--- src/rtl/vga_buffer_arbiter.sv ---
// Single-port arbiter for the 600x28-bit screen buffer: display fetches take strict priority,
// and AXI-lite writes and reads alternate round-robin in the slots that remain.
module vga_buffer_arbiter #(
    parameter int ADDR_WIDTH = 10,
    parameter int DATA_WIDTH = 28,
    parameter int STRB_WIDTH = 4,
    parameter int MAX_WAIT   = 16
) (
    input  logic                  clk_i,
    input  logic                  rst_i,
    input  logic                  vr_req_i,
    input  logic [ADDR_WIDTH-1:0] vr_addr_i,
    output logic [DATA_WIDTH-1:0] dout_o,
    output logic                  dout_valid_o,
    input  logic                  w_req_i,
    input  logic [ADDR_WIDTH-1:0] w_addr_i,
    input  logic [STRB_WIDTH-1:0] w_strb_i,
    input  logic [DATA_WIDTH-1:0] din_i,
    output logic                  w_ack_o,
    input  logic                  r_req_i,
    input  logic [ADDR_WIDTH-1:0] r_addr_i,
    output logic                  r_ack_o,
    output logic [DATA_WIDTH-1:0] r_data_o,
    output logic                  r_valid_o,
    output logic                  mem_en_o,
    output logic                  mem_we_o,
    output logic [ADDR_WIDTH-1:0] mem_addr_o,
    output logic [STRB_WIDTH-1:0] mem_strb_o,
    output logic [DATA_WIDTH-1:0] mem_wdata_o,
    input  logic [DATA_WIDTH-1:0] mem_rdata_i,
    output logic                  starve_o
);

    localparam int CNT_WIDTH = $clog2(MAX_WAIT + 1);
    localparam logic [CNT_WIDTH-1:0] CNT_MAX  = CNT_WIDTH'(MAX_WAIT);
    localparam logic [CNT_WIDTH-1:0] CNT_LAST = CNT_WIDTH'(MAX_WAIT - 1);

    typedef enum logic [1:0] {
        GNT_IDLE,
        GNT_DISP,
        GNT_WRITE,
        GNT_READ
    } grant_t;

    // Tag bit 0 marks a display fetch, bit 1 an AXI read.
    localparam logic [1:0] TAG_DISP = 2'b01;
    localparam logic [1:0] TAG_AXI  = 2'b10;

    grant_t                w_grant;
    logic                  w_wrEligible;
    logic                  w_rdEligible;
    logic                  w_axiGrant;
    logic                  w_axiWaiting;

    logic                  r_lastAxi;
    logic                  r_wAck;
    logic                  r_rAck;
    logic                  r_memEn;
    logic                  r_memWe;
    logic [ADDR_WIDTH-1:0] r_memAddr;
    logic [STRB_WIDTH-1:0] r_memStrb;
    logic [DATA_WIDTH-1:0] r_memWdata;
    logic [1:0]            r_tag1;
    logic [1:0]            r_tag2;
    logic [DATA_WIDTH-1:0] r_dout;
    logic                  r_doutValid;
    logic [DATA_WIDTH-1:0] r_rData;
    logic                  r_rValid;
    logic [CNT_WIDTH-1:0]  r_waitCnt;
    logic                  r_starve;

    // A requester acked this cycle may still hold its req high, so it sits out one slot.
    always_comb begin
        w_wrEligible = w_req_i && !r_wAck;
        w_rdEligible = r_req_i && !r_rAck;
        w_grant      = GNT_IDLE;
        if (vr_req_i) begin
            w_grant = GNT_DISP;
        end else if (w_wrEligible && w_rdEligible) begin
            w_grant = r_lastAxi ? GNT_WRITE : GNT_READ;
        end else if (w_wrEligible) begin
            w_grant = GNT_WRITE;
        end else if (w_rdEligible) begin
            w_grant = GNT_READ;
        end
        w_axiGrant   = (w_grant == GNT_WRITE) || (w_grant == GNT_READ);
        w_axiWaiting = (w_wrEligible || w_rdEligible) && !w_axiGrant;
    end

    always_ff @(posedge clk_i or posedge rst_i) begin
        if (rst_i) begin
            r_lastAxi  <= 1'b1;
            r_wAck     <= 1'b0;
            r_rAck     <= 1'b0;
            r_memEn    <= 1'b0;
            r_memWe    <= 1'b0;
            r_memAddr  <= '0;
            r_memStrb  <= '0;
            r_memWdata <= '0;
            r_tag1     <= 2'b00;
        end else begin
            r_wAck  <= 1'b0;
            r_rAck  <= 1'b0;
            r_memEn <= 1'b0;
            r_tag1  <= 2'b00;
            case (w_grant)
                GNT_DISP: begin
                    r_memEn   <= 1'b1;
                    r_memWe   <= 1'b0;
                    r_memAddr <= vr_addr_i;
                    r_memStrb <= '0;
                    r_tag1    <= TAG_DISP;
                end
                GNT_WRITE: begin
                    r_memEn    <= 1'b1;
                    r_memWe    <= 1'b1;
                    r_memAddr  <= w_addr_i;
                    r_memStrb  <= w_strb_i;
                    r_memWdata <= din_i;
                    r_wAck     <= 1'b1;
                    r_lastAxi  <= 1'b0;
                end
                GNT_READ: begin
                    r_memEn   <= 1'b1;
                    r_memWe   <= 1'b0;
                    r_memAddr <= r_addr_i;
                    r_memStrb <= '0;
                    r_rAck    <= 1'b1;
                    r_tag1    <= TAG_AXI;
                    r_lastAxi <= 1'b1;
                end
                default: begin
                end
            endcase
        end
    end

    // The memory answers one cycle after the command; the tag tells us who asked.
    always_ff @(posedge clk_i or posedge rst_i) begin
        if (rst_i) begin
            r_tag2      <= 2'b00;
            r_dout      <= '0;
            r_doutValid <= 1'b0;
            r_rData     <= '0;
            r_rValid    <= 1'b0;
        end else begin
            r_tag2      <= r_tag1;
            r_doutValid <= r_tag2[0];
            r_rValid    <= r_tag2[1];
            if (r_tag2[0]) begin
                r_dout <= mem_rdata_i;
            end
            if (r_tag2[1]) begin
                r_rData <= mem_rdata_i;
            end
        end
    end

    always_ff @(posedge clk_i or posedge rst_i) begin
        if (rst_i) begin
            r_waitCnt <= '0;
            r_starve  <= 1'b0;
        end else if (w_axiGrant) begin
            r_waitCnt <= '0;
        end else if (w_axiWaiting && (r_waitCnt != CNT_MAX)) begin
            r_waitCnt <= r_waitCnt + 1'b1;
            if (r_waitCnt == CNT_LAST) begin
                r_starve <= 1'b1;
            end
        end
    end

    assign w_ack_o      = r_wAck;
    assign r_ack_o      = r_rAck;
    assign mem_en_o     = r_memEn;
    assign mem_we_o     = r_memWe;
    assign mem_addr_o   = r_memAddr;
    assign mem_strb_o   = r_memStrb;
    assign mem_wdata_o  = r_memWdata;
    assign dout_o       = r_dout;
    assign dout_valid_o = r_doutValid;
    assign r_data_o     = r_rData;
    assign r_valid_o    = r_rValid;
    assign starve_o     = r_starve;

endmodule

--- config.mk ---
export PLATFORM = sky130hd
export DESIGN_NAME = vga_buffer_arbiter
export DESIGN_NICKNAME = d
export VERILOG_FILES = /design/src/rtl/vga_buffer_arbiter.sv
export SDC_FILE = /design/constraint.sdc
export NUM_CORES = 1
export LEC_CHECK = 0
export BUFFER_PORTS_ARGS = -buffer_cell sky130_fd_sc_hd__buf_2
export CORE_MARGIN = 4
export CORE_UTILIZATION = 34
export CTS_BUF_LIST = sky130_fd_sc_hd__clkbuf_4 sky130_fd_sc_hd__clkbuf_8
export DETAILED_ROUTE_END_ITERATION = 10
export GPL_TIMING_DRIVEN = 0
export PLACE_DENSITY = 0.65
export SLEW_MARGIN = 25
export SYNTH_ARGS = -nofsm -noshare
export SYNTH_HDL_FRONTEND = slang
export SYNTH_SLANG_ARGS = --single-unit
--- constraint.sdc ---
create_clock -name clk_i -period 4.4 [get_ports clk_i]
set_input_delay 0.22 -clock clk_i [delete_from_list [all_inputs] [get_ports clk_i]]
set_output_delay 0.22 -clock clk_i [all_outputs]
set_load 0.03 [all_outputs]
== Yosys cells after proc, flatten, opt, wreduce, memory -nomap -nowiden ==
Cells that the tools add are included.

* $add $sub $neg: 1
* $mul: 0
* Div/mod/pow operators: 0
* Magnitude comparators: 0
* Eq/ne operators: 5
* Shift operators: 0
* Multiplexer cells: 15
* Bitwise gates (word level): 1
* Reduce and logical (&&, ||, !) cells: 17

{| class="wikitable"
|+ Operator list
! operator !! number
|-
| $pmux 10 s3 || 1
|-
| $mux 5 || 2
|-
| $mux 2 || 4
|-
| $pmux 4 s2 || 1
|-
| $reduce_bool 2->1 || 3
|-
| $add 5x1->5 const B || 1
|-
| $eq 5x4->1 const B || 1
|-
| $logic_and 1x1->1 || 5
|-
| $ne 5x5->1 const B || 1
|-
| $eq 2x2->1 const B || 2
|-
| $mux 1 || 4
|-
| $pmux 1 s2 || 2
|-
| $pmux 2 s2 || 1
|-
| $logic_not 1->1 || 3
|-
| $reduce_and 3->1 || 1
|-
| $reduce_bool 3->1 || 1
|-
| $reduce_or 3->1 || 1
|-
| $eq 2x1->1 const B || 1
|-
| $logic_or 1x1->1 || 2
|-
| $reduce_or 2->1 || 1
|-
| $not 1->1 || 1
|}

* Register bits: 115
* Bits in latches: 0
* Memory bits (writable): 0
* Memory bits (read-only): 0
* Input port bits: 95
* Logic and storage cells: 55
* Memories: 0

== Logic depth before layout (Yosys ltp) ==
* Word-level depth: 13
* Depth in mapped cells: 7
* Mapped depth without buffers: 6

== Least setup slack after synthesis ==
Ideal clock, no wire load.

* Kind: reg-to-reg
* Start point: reg r_wAck (netlist: w_ack_o)
* End point: reg r_memWdata[0] (netlist: mem_wdata_o[0])
* Library setup time: 0.117 ns
* Arrival: 1.476 ns
* Slack: 2.807 ns
* Cell stages (with the launch flop): 7
* Path through: dfrtp_1 -> nand2b_1 -> or3_4 -> buf_2 -> buf_2 -> nand2_1 -> nand2_1

* Cells in the longest elaborated chain, start to end: 6
* Elaborated cells between the ends (all ways): 7

{| class="wikitable"
|+ RTL lines
! item !! line !! RTL
|-
| start: declaration || 56 || <nowiki>logic r_wAck;</nowiki>
|-
| start signal: assignment || 93 || <nowiki>r_wAck <= 1'b0;</nowiki>
|-
| start signal: assignment || 102 || <nowiki>r_wAck <= 1'b0;</nowiki>
|-
| start signal: assignment || 120 || <nowiki>r_wAck <= 1'b1;</nowiki>
|-
| $logic_not 1->1 * || 74 || <nowiki>w_wrEligible = w_req_i && !r_wAck;</nowiki>
|-
| $logic_and 1x1->1 * || 74 ||
|-
| $mux 2 / $logic_and 1x1->1 (equally long branches) || 81, 79 ||
|-
| $mux 2 * || 79 || <nowiki>end else if (w_wrEligible && w_rdEligible) begin</nowiki>
|-
| $mux 2 * || 77 || <nowiki>if (vr_req_i) begin</nowiki>
|-
| $eq 2x2->1 * || 106 || <nowiki>case (w_grant)</nowiki>
|-
| end signal: assignment || 119 || <nowiki>r_memWdata <= din_i;</nowiki>
|-
| end: declaration || 62 || <nowiki>logic [DATA_WIDTH-1:0] r_memWdata;</nowiki>
|}

Every way passes the cells marked *; elsewhere a longest branch is shown, timed or not.
A chain may end at the register's enable or synchronous reset.

== Worst setup path in the final report ==
* Start point: reg r_lastAxi
* End point: reg r_memWdata[16] (netlist: mem_wdata_o[16])

* Cells in the longest elaborated chain, start to end: 4

{| class="wikitable"
|+ RTL lines
! item !! line !! RTL
|-
| start: declaration || 55 || <nowiki>logic r_lastAxi;</nowiki>
|-
| start signal: assignment || 92 || <nowiki>r_lastAxi <= 1'b1;</nowiki>
|-
| start signal: assignment || 121 || <nowiki>r_lastAxi <= 1'b0;</nowiki>
|-
| start signal: assignment || 130 || <nowiki>r_lastAxi <= 1'b1;</nowiki>
|-
| $mux 1 || 80 || <nowiki>w_grant = r_lastAxi ? GNT_WRITE : GNT_READ;</nowiki>
|-
| $mux 2 || 79 ||
|-
| $mux 2 || 77 ||
|-
| $eq 2x2->1 || 106 ||
|}

No other way between the ends.

==> impl_results.md <==
- Endpoints failing setup: 0
- Avg Cell Area, Syn: between 10 and 15 um^2
- Min Tclk post-route: roughly 1.7 ns
- DIE AREA: 15200 um^2
- Classification of the worst setup path: flop to flop
- DR vias: between 3000 and 4000
- WP data required: about 4.7 ns
- Outcome: completed
- Cells after Synth: 366
- Skew final: about 0.0064 ns
- Gr ovfl total: 0
- Area grow syn2layout: 49.5%
- R2R Setup Slk: 2.73 ns
- CTS root buffer: clkbuf_8
- Top delay family on crit path: simple AND/OR/NAND/NOR gates
- PwrDens: roughly 500 nW/um^2
- Crit path cell chain: nor3b_1 -> or3_4 -> buf_2 -> buf_2 -> nand2_1 -> nand2_1
- H-tree depth: 4
- Max Buffers Root-to-Sink: 2
- Total I/O pin count: 200
- Vias per inst: ~4.6
- Yosys Warn Count: 0
- First-pass GRT wire length: 18.8 mm
- Max stage delay on crit path: between 0.5 and 0.6 ns
- First-pass iteration count of the detailed router: 4
- Die height: around 120 um
- Multi-input logic area: about 1500 um^2
- DIE WIDTH: 123 um
- Routed WL: about 12 mm
- Worst-path maximum fanout: 10
- Final Max Slew Viols: 0
- Core Util, Final: 0.528
- Most common cell after layout, fill and taps aside: buf_2
- Maxcap violations: 0
- CTS clk-pin slew, worst paths: roughly 0.07 ns
- Max Freq: ~0.6 GHz
- Commonest cells after routing, fill and taps aside: buf_2, dfrtp_1, nand2_1, mux2_2, dlygate4sd3_1
- Post-detail-place hpwl: around 9 mm
- Largest net degree at the start of global routing: 68
- Synthesized Nets: approximately 460
- Fin nets: around 740
- Register area: roughly 2900 um^2
- Tot Pwr: 3.37 mW
- Peak VDD IR: between 0.2 and 0.25 mV
- Hold slack: around 0.040 ns
- RSZ-0062 raised after global routing: no
- Routed WL per cell: 14.9 um
- Antenna violations before repair: 0
- DRT iter0 DRCs: 143
- Port bufs: between 150 and 200
- HP Class: primary input to flop
- CTS tree: built
- Total track usage: 0.163
- Post-Syn Area: roughly 4500 um^2
- Seq cells post-synth: 115
- Initial Utilization: 0.353
- Sink Count: between 100 and 150
- Slowest-stage cell, CP: dfstp_2
- Prevailing post-synth register cell: dfrtp_1
- Layout cell share with drive strength beyond 1: 0.482
- Drt drc: 0
- Critical Path Source Type: flop
- WP data arrival: 1.99 ns
- Worst path bufs/invs: 2
- Fillers: around 1100
- Library cells used by synthesis: 36
- Worst skew pair latency: 0.43 ns
- Total CTS buffers: 17
- Row count: 41
- P_leak: around 3.4 nW
- Final Hold Fails: 0
- Asr flop ratio synth: 1.00
- Register area share after synthesis: 0.636
- Setup bufs post-CTS: 0
- Slew at the pin closest to its max-slew limit: around 0.48 ns
- Post-synth EDFFs: 0
- ANT nets after route: 0
- Critical Path End Type: flop
- Core footprint: 12800 um^2
- Vias in the first global route: approximately 3900
- Fin crit share: 0.381
- Ant diodes: 0
- Gpl congestion: around 0.8
- Relative slew slack: 0.679
repair_timing:
action / CTS / global route
hold endpoints to repair: 115 / 0
hold buffers: 54 / 0
resized for setup: 0 / 0
kinds of logic after synthesis:
kind of cell / synth area share
multiplexers: 0.139
buffers and inverters: 0.0334
adder cells (fa/ha/maj): 0.00829
AND/OR/NAND/NOR: 0.116
flip-flops: 0.636
AO/OA/AOI/OAI: 0.0674
worst reg2reg max path, delay by kind of cell, from the launching register on:
kind | cells | cell delay, ns
flip-flops | 1 | 0.57
buffers and inverters | 2 | 0.39
AND/OR/NAND/NOR | 4 | 0.61
metal layers:
layer	vias up	GRT usage	part of all wire
met3	21	0.0544	0.088
met1	1798	0.191	0.41
met5	-	0	0
met2	173	0.267	0.48
met4	0	0.0803	0.019
li1	1798	-	-
cells in the mapped netlist (2+ instances only):
| cell | number | area share |
|---|---|---|
| o21ai_0 | 6 | 0.0066 |
| ha_1 | 3 | 0.0083 |
| clkbuf_1 | 5 | 0.0041 |
| nand2_1 | 98 | 0.081 |
| buf_2 | 12 | 0.013 |
| and2_1 | 2 | 0.0028 |
| nand3_1 | 2 | 0.0022 |
| inv_1 | 7 | 0.0058 |
| nor3_1 | 10 | 0.011 |
| dfrtp_1 | 114 | 0.63 |
| a22oi_2 | 5 | 0.014 |
| a31oi_1 | 10 | 0.014 |
| mux2_2 | 56 | 0.14 |
| a22oi_1 | 6 | 0.0099 |
| buf_6 | 3 | 0.0075 |
| a22o_1 | 5 | 0.0097 |
| nand2b_1 | 3 | 0.0041 |
state kept, by name, summed over array words and instances (netlist names):
name,count
dout_o,28
dout_valid_o,1
mem_addr_o,10
mem_en_o,1
mem_strb_o,4
mem_wdata_o,28
mem_we_o,1
r_ack_o,1
r_data_o,28
r_lastAxi,1
r_tag1,2
r_tag2,2
r_valid_o,1
r_waitCnt,5
starve_o,1
w_ack_o,1
power by group:
part	switching [mW]	internal (mW)	leakage, nW
Combinational	0.587	0.320	1.79
Sequential	0.102	1.24	1.39
Clock	0.431	0.695	0.229
Total	1.12	2.25	3.42
through the flow:
step	instances	setup TNS, ns	area, um^2	setup slack [ns]
final	823	0	6770	2.73
after global routing	823	0	6770	2.53
after CTS	823	0	6770	2.73
after detailed placement	737	0	5770	2.75
after global placement	736	-5.50	5740	-0.0577
after floorplan	366	0	4530	1.14
path summary, 6_finish.rpt:
kind	from	end	cells past startpoint
worst max-delay path	r_lastAxi	mem_wdata_o[16]	6
max in group asynchronous	rst_i	r_lastAxi	4
worst max register to register	r_lastAxi	mem_wdata_o[16]	6
worst min-delay path	mem_rdata_i[16]	r_data_o[16]	2
min in group asynchronous	rst_i	dout_o[14]	3
worst min register to register	r_tag1[0]	r_tag2[0]	0
layout make-up:
type / count / share of cell area
sequential: 115 / 0.425
timing repair buffer: 253 / 0.230
multi-input combinational: 222 / 0.221
clock buffer: 19 / 0.0377
tap: 172 / 0.0318
clock inverter: 13 / 0.0305
buffer: 21 / 0.0177
inverter: 8 / 0.00536
Power figures use the tool's default switching activity.
